[src/rtl/mips_pipe_pkg.sv]
// Shared definitions for the 5-stage MIPS pipeline control blocks:
// register-specifier width, the zero register and the hazard FSM state type.
package mips_pipe_pkg;

    localparam int REG_ADDR_W = 5;
    localparam logic [REG_ADDR_W-1:0] REG_ZERO = '0;

    typedef enum logic [1:0] {
        NOHAZARD = 2'b00,
        JUMP     = 2'b01,
        BRANCH_0 = 2'b10,
        BRANCH_1 = 2'b11
    } hazard_state_t;

    // Pipeline steering bundle driven by the hazard unit each cycle.
    typedef struct packed {
        logic pc_write;
        logic if_write;
        logic bubble;
        logic addr_sel;
    } hazard_ctrl_t;

    localparam hazard_ctrl_t CTRL_RUN   = '{pc_write: 1'b1, if_write: 1'b1, bubble: 1'b0, addr_sel: 1'b0};
    localparam hazard_ctrl_t CTRL_STALL = '{pc_write: 1'b0, if_write: 1'b0, bubble: 1'b1, addr_sel: 1'b0};

endpackage

[src/rtl/load_use_detector.sv]
// Combinational load-use compare: a load in EX whose destination feeds a
// source operand of the instruction in ID cannot be covered by forwarding.
module load_use_detector
    import mips_pipe_pkg::*;
#(
    parameter int ADDR_W = REG_ADDR_W
) (
    input  logic [ADDR_W-1:0] id_rs,
    input  logic [ADDR_W-1:0] id_rt,
    input  logic              id_use_rt,
    input  logic [ADDR_W-1:0] ex_rw,
    input  logic              ex_mem_read,
    output logic              load_use
);

    logic rs_match;
    logic rt_match;

    assign rs_match = (id_rs == ex_rw);
    assign rt_match = id_use_rt && (id_rt == ex_rw);

    // $zero is never really written, so a load targeting it never stalls.
    assign load_use = ex_mem_read && (ex_rw != ADDR_W'(REG_ZERO)) && (rs_match || rt_match);

endmodule

[src/rtl/hazard_detection_unit.sv]
// Stall/flush controller: one bubble per load-use, jump/branch penalty sequencing.
// Optional load-use stall counter enabled by defining HAZARD_STALL_COUNT_EN.
module hazard_detection_unit
    import mips_pipe_pkg::*;
#(
    parameter int REG_ADDR_W  = mips_pipe_pkg::REG_ADDR_W,
    parameter int STALL_CNT_W = 16
) (
    input  logic                   CLK,
    input  logic                   Reset,
    input  logic [REG_ADDR_W-1:0]  ID_Rs,
    input  logic [REG_ADDR_W-1:0]  ID_Rt,
    input  logic                   ID_UseRt,
    input  logic                   ID_Jump,
    input  logic                   ID_Branch,
    input  logic [REG_ADDR_W-1:0]  EX_Rw,
    input  logic                   EX_MemRead,
    input  logic                   EX_BranchTaken,
    output logic                   PCWrite,
    output logic                   IFWrite,
    output logic                   Bubble,
    output logic                   AddrSel,
    output logic [STALL_CNT_W-1:0] StallCount
);

    hazard_state_t state;
    hazard_state_t state_next;
    hazard_ctrl_t  ctrl;
    logic          load_use;

    load_use_detector #(.ADDR_W(REG_ADDR_W)) u_load_use (
        .id_rs       (ID_Rs),
        .id_rt       (ID_Rt),
        .id_use_rt   (ID_UseRt),
        .ex_rw       (EX_Rw),
        .ex_mem_read (EX_MemRead),
        .load_use    (load_use)
    );

    // NOTE: sequential state uses non-blocking assignments so every flop samples pre-edge values.
    always_ff @(posedge CLK or posedge Reset) begin
        if (Reset) state <= NOHAZARD;
        else       state <= state_next;
    end

    always_comb begin
        // NOTE: defaults first so every path assigns every output and no latch is inferred.
        state_next = NOHAZARD;
        ctrl       = CTRL_RUN;
        case (state)
            NOHAZARD: begin
                state_next = NOHAZARD;
                if (load_use) begin
                    ctrl = CTRL_STALL;
                end else if (ID_Jump) begin
                    ctrl       = '{pc_write: 1'b1, if_write: 1'b0, bubble: 1'b0, addr_sel: 1'b0};
                    state_next = JUMP;
                end else if (ID_Branch) begin
                    ctrl       = '{pc_write: 1'b0, if_write: 1'b0, bubble: 1'b0, addr_sel: 1'b0};
                    state_next = BRANCH_0;
                end
            end
            JUMP: begin
                ctrl = '{pc_write: 1'b1, if_write: 1'b1, bubble: 1'b1, addr_sel: 1'b0};
            end
            BRANCH_0: begin
                if (EX_BranchTaken) begin
                    ctrl       = '{pc_write: 1'b1, if_write: 1'b0, bubble: 1'b1, addr_sel: 1'b1};
                    state_next = BRANCH_1;
                end else begin
                    ctrl = '{pc_write: 1'b1, if_write: 1'b1, bubble: 1'b1, addr_sel: 1'b0};
                end
            end
            BRANCH_1: begin
                ctrl = '{pc_write: 1'b1, if_write: 1'b1, bubble: 1'b1, addr_sel: 1'b0};
            end
            default: begin
                ctrl = CTRL_RUN;
            end
        endcase
        // Reset freezes fetch and feeds nops regardless of the registered state.
        if (Reset) ctrl = CTRL_STALL;
    end

    assign PCWrite = ctrl.pc_write;
    assign IFWrite = ctrl.if_write;
    assign Bubble  = ctrl.bubble;
    assign AddrSel = ctrl.addr_sel;

`ifdef HAZARD_STALL_COUNT_EN
    logic [STALL_CNT_W-1:0] stall_cnt;

    always_ff @(posedge CLK or posedge Reset) begin
        if (Reset) begin
            stall_cnt <= '0;
        end else if ((state == NOHAZARD) && load_use && (stall_cnt != '1)) begin
            stall_cnt <= stall_cnt + STALL_CNT_W'(1);
        end
    end

    assign StallCount = stall_cnt;
`else
    assign StallCount = '0;
`endif

endmodule

[config.mk]
export PLATFORM = sky130hd
export DESIGN_NAME = hazard_detection_unit
export DESIGN_NICKNAME = d
export VERILOG_FILES = /design/src/rtl/mips_pipe_pkg.sv /design/src/rtl/load_use_detector.sv /design/src/rtl/hazard_detection_unit.sv
export SDC_FILE = /design/constraint.sdc
export NUM_CORES = 1
export LEC_CHECK = 0
export ABC_AREA = 0
export CAP_MARGIN = 10
export CORE_MARGIN = 2
export CORE_UTILIZATION = 28
export DETAILED_ROUTE_END_ITERATION = 7
export HOLD_SLACK_MARGIN = 0.1
export MAX_ROUTING_LAYER = met4
export PLACE_DENSITY_LB_ADDON = 0.05
export SYNTH_ARGS = -nofsm -noshare
export SYNTH_HDL_FRONTEND = slang
export SYNTH_SLANG_ARGS = --single-unit
[constraint.sdc]
create_clock -name CLK -period 1.9 [get_ports CLK]
set_clock_uncertainty 0.05 [all_clocks]
set_input_delay 0.285 -clock CLK [delete_from_list [all_inputs] [get_ports CLK]]
set_output_delay 0.285 -clock CLK [all_outputs]
set_load 0.02 [all_outputs]
==> results.yml <==
status:
  status: "finished clean"
route:
  dr_total_vias: 467
  via_per_inst: 4.28
  wl_per_cell_um: 9.64
  antenna_left: 0
  drcViolationCount: 0
  wirelength_um: 1050
  dr.pass1.iters: 4
  drt_iter0_drc: 4
grt:
  track_usage_pct: 12.6
  use_met2_pct: 21.5
  grt_max_degree: 6
  grt_most_used_layer: "met2"
  grt_first_pass_wirelength_um: 1740
  grt_overflow_total: 0
  antenna_found_initial: 0
  use_met3_pct: 1.72
  global_route.usage.met1_pct: 14.6
  grt_pass1_vias: 445
die:
  io-pin-count: 42
  dieWidth_um: 42.5
  die_y_um: 42.5
  placeableCoreArea_um2: 1330
  start_util_pct: 31.1
  dieArea_um2: 1800
  num_rows: 13
critical_path:
  reg2reg_slack_ps: 560
  ff2ff_path_depth: 4
  critPathRequiredTime_ps: 1560
  cp-start-kind: "input port"
  worstSetupEndpointType: "primary output"
  cp_slowest_stage_delay_ps: 530
  crit_path_cell_trace: "buf_6 > or4_4 > o21ai_4 > nor3_2 > a211oi_1 > buf_2"
  crit_fanout: 2
  crit_type: "in2out"
  crit_path_top_delay_cell: "or4_4"
  critPathArrivalTime_ps: 1550
layout:
  nets: 118
  areaGrowthSynthToFinish_pct: 80.7
  largest_reg_flops: 2
  stdcell_area_um2: 748
  antenna_cells: 0
  top_register: "state"
  drive_above_1_share_pct: 27.7
  top_regs: "state x2"
  fin_util_pct: 56.1
cts:
  cts_tree: "done"
  root_buffer: "clkbuf_4"
  cts_made_buffers: 3
  path_clk_slew_ps: 30
  htreeDepth: 1
  clockBufferDepth: 2
  cts.sink_count: 2
  worstSkewPairLatency_ps: 230
power_and_ir_drop:
  pwr-share-comb_pct: 60.6
  power_density_nw_per_um2: 623
  irDropWorstVdd_mv: 0.261
  pwr-share-seq_pct: 19.0
  power.leakage_nw: 0.400
  swShare_pct: 42.5
  p_int_mw: 0.268
  power_mw: 0.466
  power.switching_mw: 0.198
  clockPowerShare_pct: 20.4
synthesis:
  synth_area_um2: 414
  yosys.area.top_type_share_pct: 29.0
  yosysWarnings: 0
  ys_ff_latch: 2
  synthArstFlopShare_pct: 100
  yosysMostFrequentCell: "buf_4"
  synth_enable_flop_cells: 0
  yosys.area.top_type: "buf_4"
  yosys_most_used_dff: "dfrtp_1"
  synthCells: 55
  synth.avg_cell_area_um2: 7.53
  ys_seq_area_share_pct: 12.1
  synth.area.top_cells: "buf_4, xnor2_1, dfrtp_1, a211oi_1, nand2_1"
  yosysUniqueCellTypes: 22
  synth_common_cells: "buf_4, xnor2_1, nand2_1"
sta:
  drv_slew: 0
  worst_slack_ps: 19.6
  fin_crit_ps: 1880
  setup_viol: 0
  hold_viol_final: 0
  tns_ps: 0
  timing.final.crit_share_pct: 99.0
  fmax_ghz: 0.532
place:
  pre_cts_slack_ps: -823
  dpl.hpwl_um: 891
  placed_area_um2: 709
  port_buffers: 25
  place_congestion: 0.718
run:
  drv_cap: 0
hold_path:
  hp-class: "in2async"
==> layout make-up <==
| cell class | count | area [um2] |
|---|---|---|
| fill | 155 | 586 |
| timing repair buffer | 37 | 334 |
| multi-input combinational | 50 | 315 |
| sequential | 2 | 50.0 |
| clock buffer | 3 | 22.5 |
| tap | 15 | 18.8 |
| inverter | 2 | 7.51 |
==> timing repair <==
action,in CTS,in global routing
buffers inserted,0,0
hold buffers,0,0
setup endpoints to repair,4,3
resized for setup,35,11
cloned,0,0
pin swaps,10,15
==> per-layer routing <==
| metal | share of wire [%] | up-vias | wire length, um |
|---|---|---|---|
| li1 | - | 238 | - |
| met1 | 41 | 199 | 435 |
| met2 | 48 | 28 | 505 |
| met3 | 9.5 | 2 | 100 |
| met4 | 0.95 | 0 | 10 |
| met5 | 0 | - | 0 |
==> placed cells by master, fill, tap and decap left out <==
| cell | Yosys | layout |
|---|---|---|
| inv_1 | 2 | 2 |
| dlygate4sd2_1 | 0 | 4 |
| buf_6 | 0 | 1 |
| o21bai_1 | 1 | 1 |
| o211ai_1 | 1 | 1 |
| clkbuf_4 | 0 | 3 |
| clkdlybuf4s50_1 | 0 | 6 |
| nor2_1 | 2 | 2 |
| nor3_2 | 1 | 1 |
| nand2_1 | 4 | 4 |
| dlymetal6s2s_1 | 0 | 8 |
| or4_4 | 0 | 1 |
| a211oi_1 | 2 | 1 |
| nand3_1 | 1 | 1 |
| a211oi_2 | 0 | 1 |
| clkdlybuf4s15_1 | 0 | 1 |
| buf_4 | 16 | 13 |
| buf_2 | 0 | 4 |
| a31oi_1 | 1 | 1 |
| o22ai_2 | 0 | 1 |
| nor4b_1 | 1 | 1 |
| o22a_1 | 1 | 1 |
| xnor2_1 | 10 | 10 |
| nor3_1 | 1 | 1 |
| nand4_1 | 1 | 1 |
| a21oi_1 | 2 | 2 |
| conb_1 | 1 | 16 |
| o21ai_4 | 0 | 1 |
| o21ai_0 | 2 | 2 |
| dfrtp_1 | 2 | 2 |
==> critical path: cells and delay by family <==
| kind | cells | cell delay, ps |
|---|---|---|
| and+or+nand+nor | 2 | 600 |
| buffers and inverters | 2 | 290 |
| AOI/OAI and AO/OA | 2 | 360 |
==> power by group through the flow <==
| stage | Combinational, mW | Sequential (mW) | Clock (mW) |
|---|---|---|---|
| floorplan | 0.172 | 0.0846 | 0 |
| global placement | 0.292 | 0.0876 | 0 |
| detailed placement | 0.294 | 0.0877 | 0 |
| CTS | 0.278 | 0.0872 | 0.0976 |
| global route | 0.308 | 0.0905 | 0.0992 |
| finish | 0.283 | 0.0885 | 0.0952 |
==> cell families (layout without fill, tap and decap cells) <==
kind of cell,count (synthesis),count (layout),share of synthesized area [%]
AOI/OAI and AO/OA,12,12,19.3
xor gates and xnor gates,10,10,21.1
buffers and inverters,18,42,30.8
DFF,2,2,12.1
other,1,16,0.905
and+or+nand+nor,12,12,15.7
==> final timing paths <==
check	from	to
max in group asynchronous	Reset	state[0]$_DFF_PP0_
hold / removal	Reset	state[1]$_DFF_PP0_
hold reg to reg	state[0]$_DFF_PP0_	state[0]$_DFF_PP0_
min in group CLK	EX_Rw[3]	state[1]$_DFF_PP0_
setup reg to reg	state[1]$_DFF_PP0_	state[1]$_DFF_PP0_
setup / recovery	EX_Rw[3]	PCWrite
==> per-stage QoR <==
| stage | std cells | hold WS, ps |
|---|---|---|
| finish | 109 | 399 |
| global route | 109 | 421 |
| CTS | 109 | 383 |
| detailed placement | 106 | 614 |
| global placement | 106 | 612 |
| floorplan | 70 | -15.5 |
No activity file was read; power rests on OpenSTA's default activity.
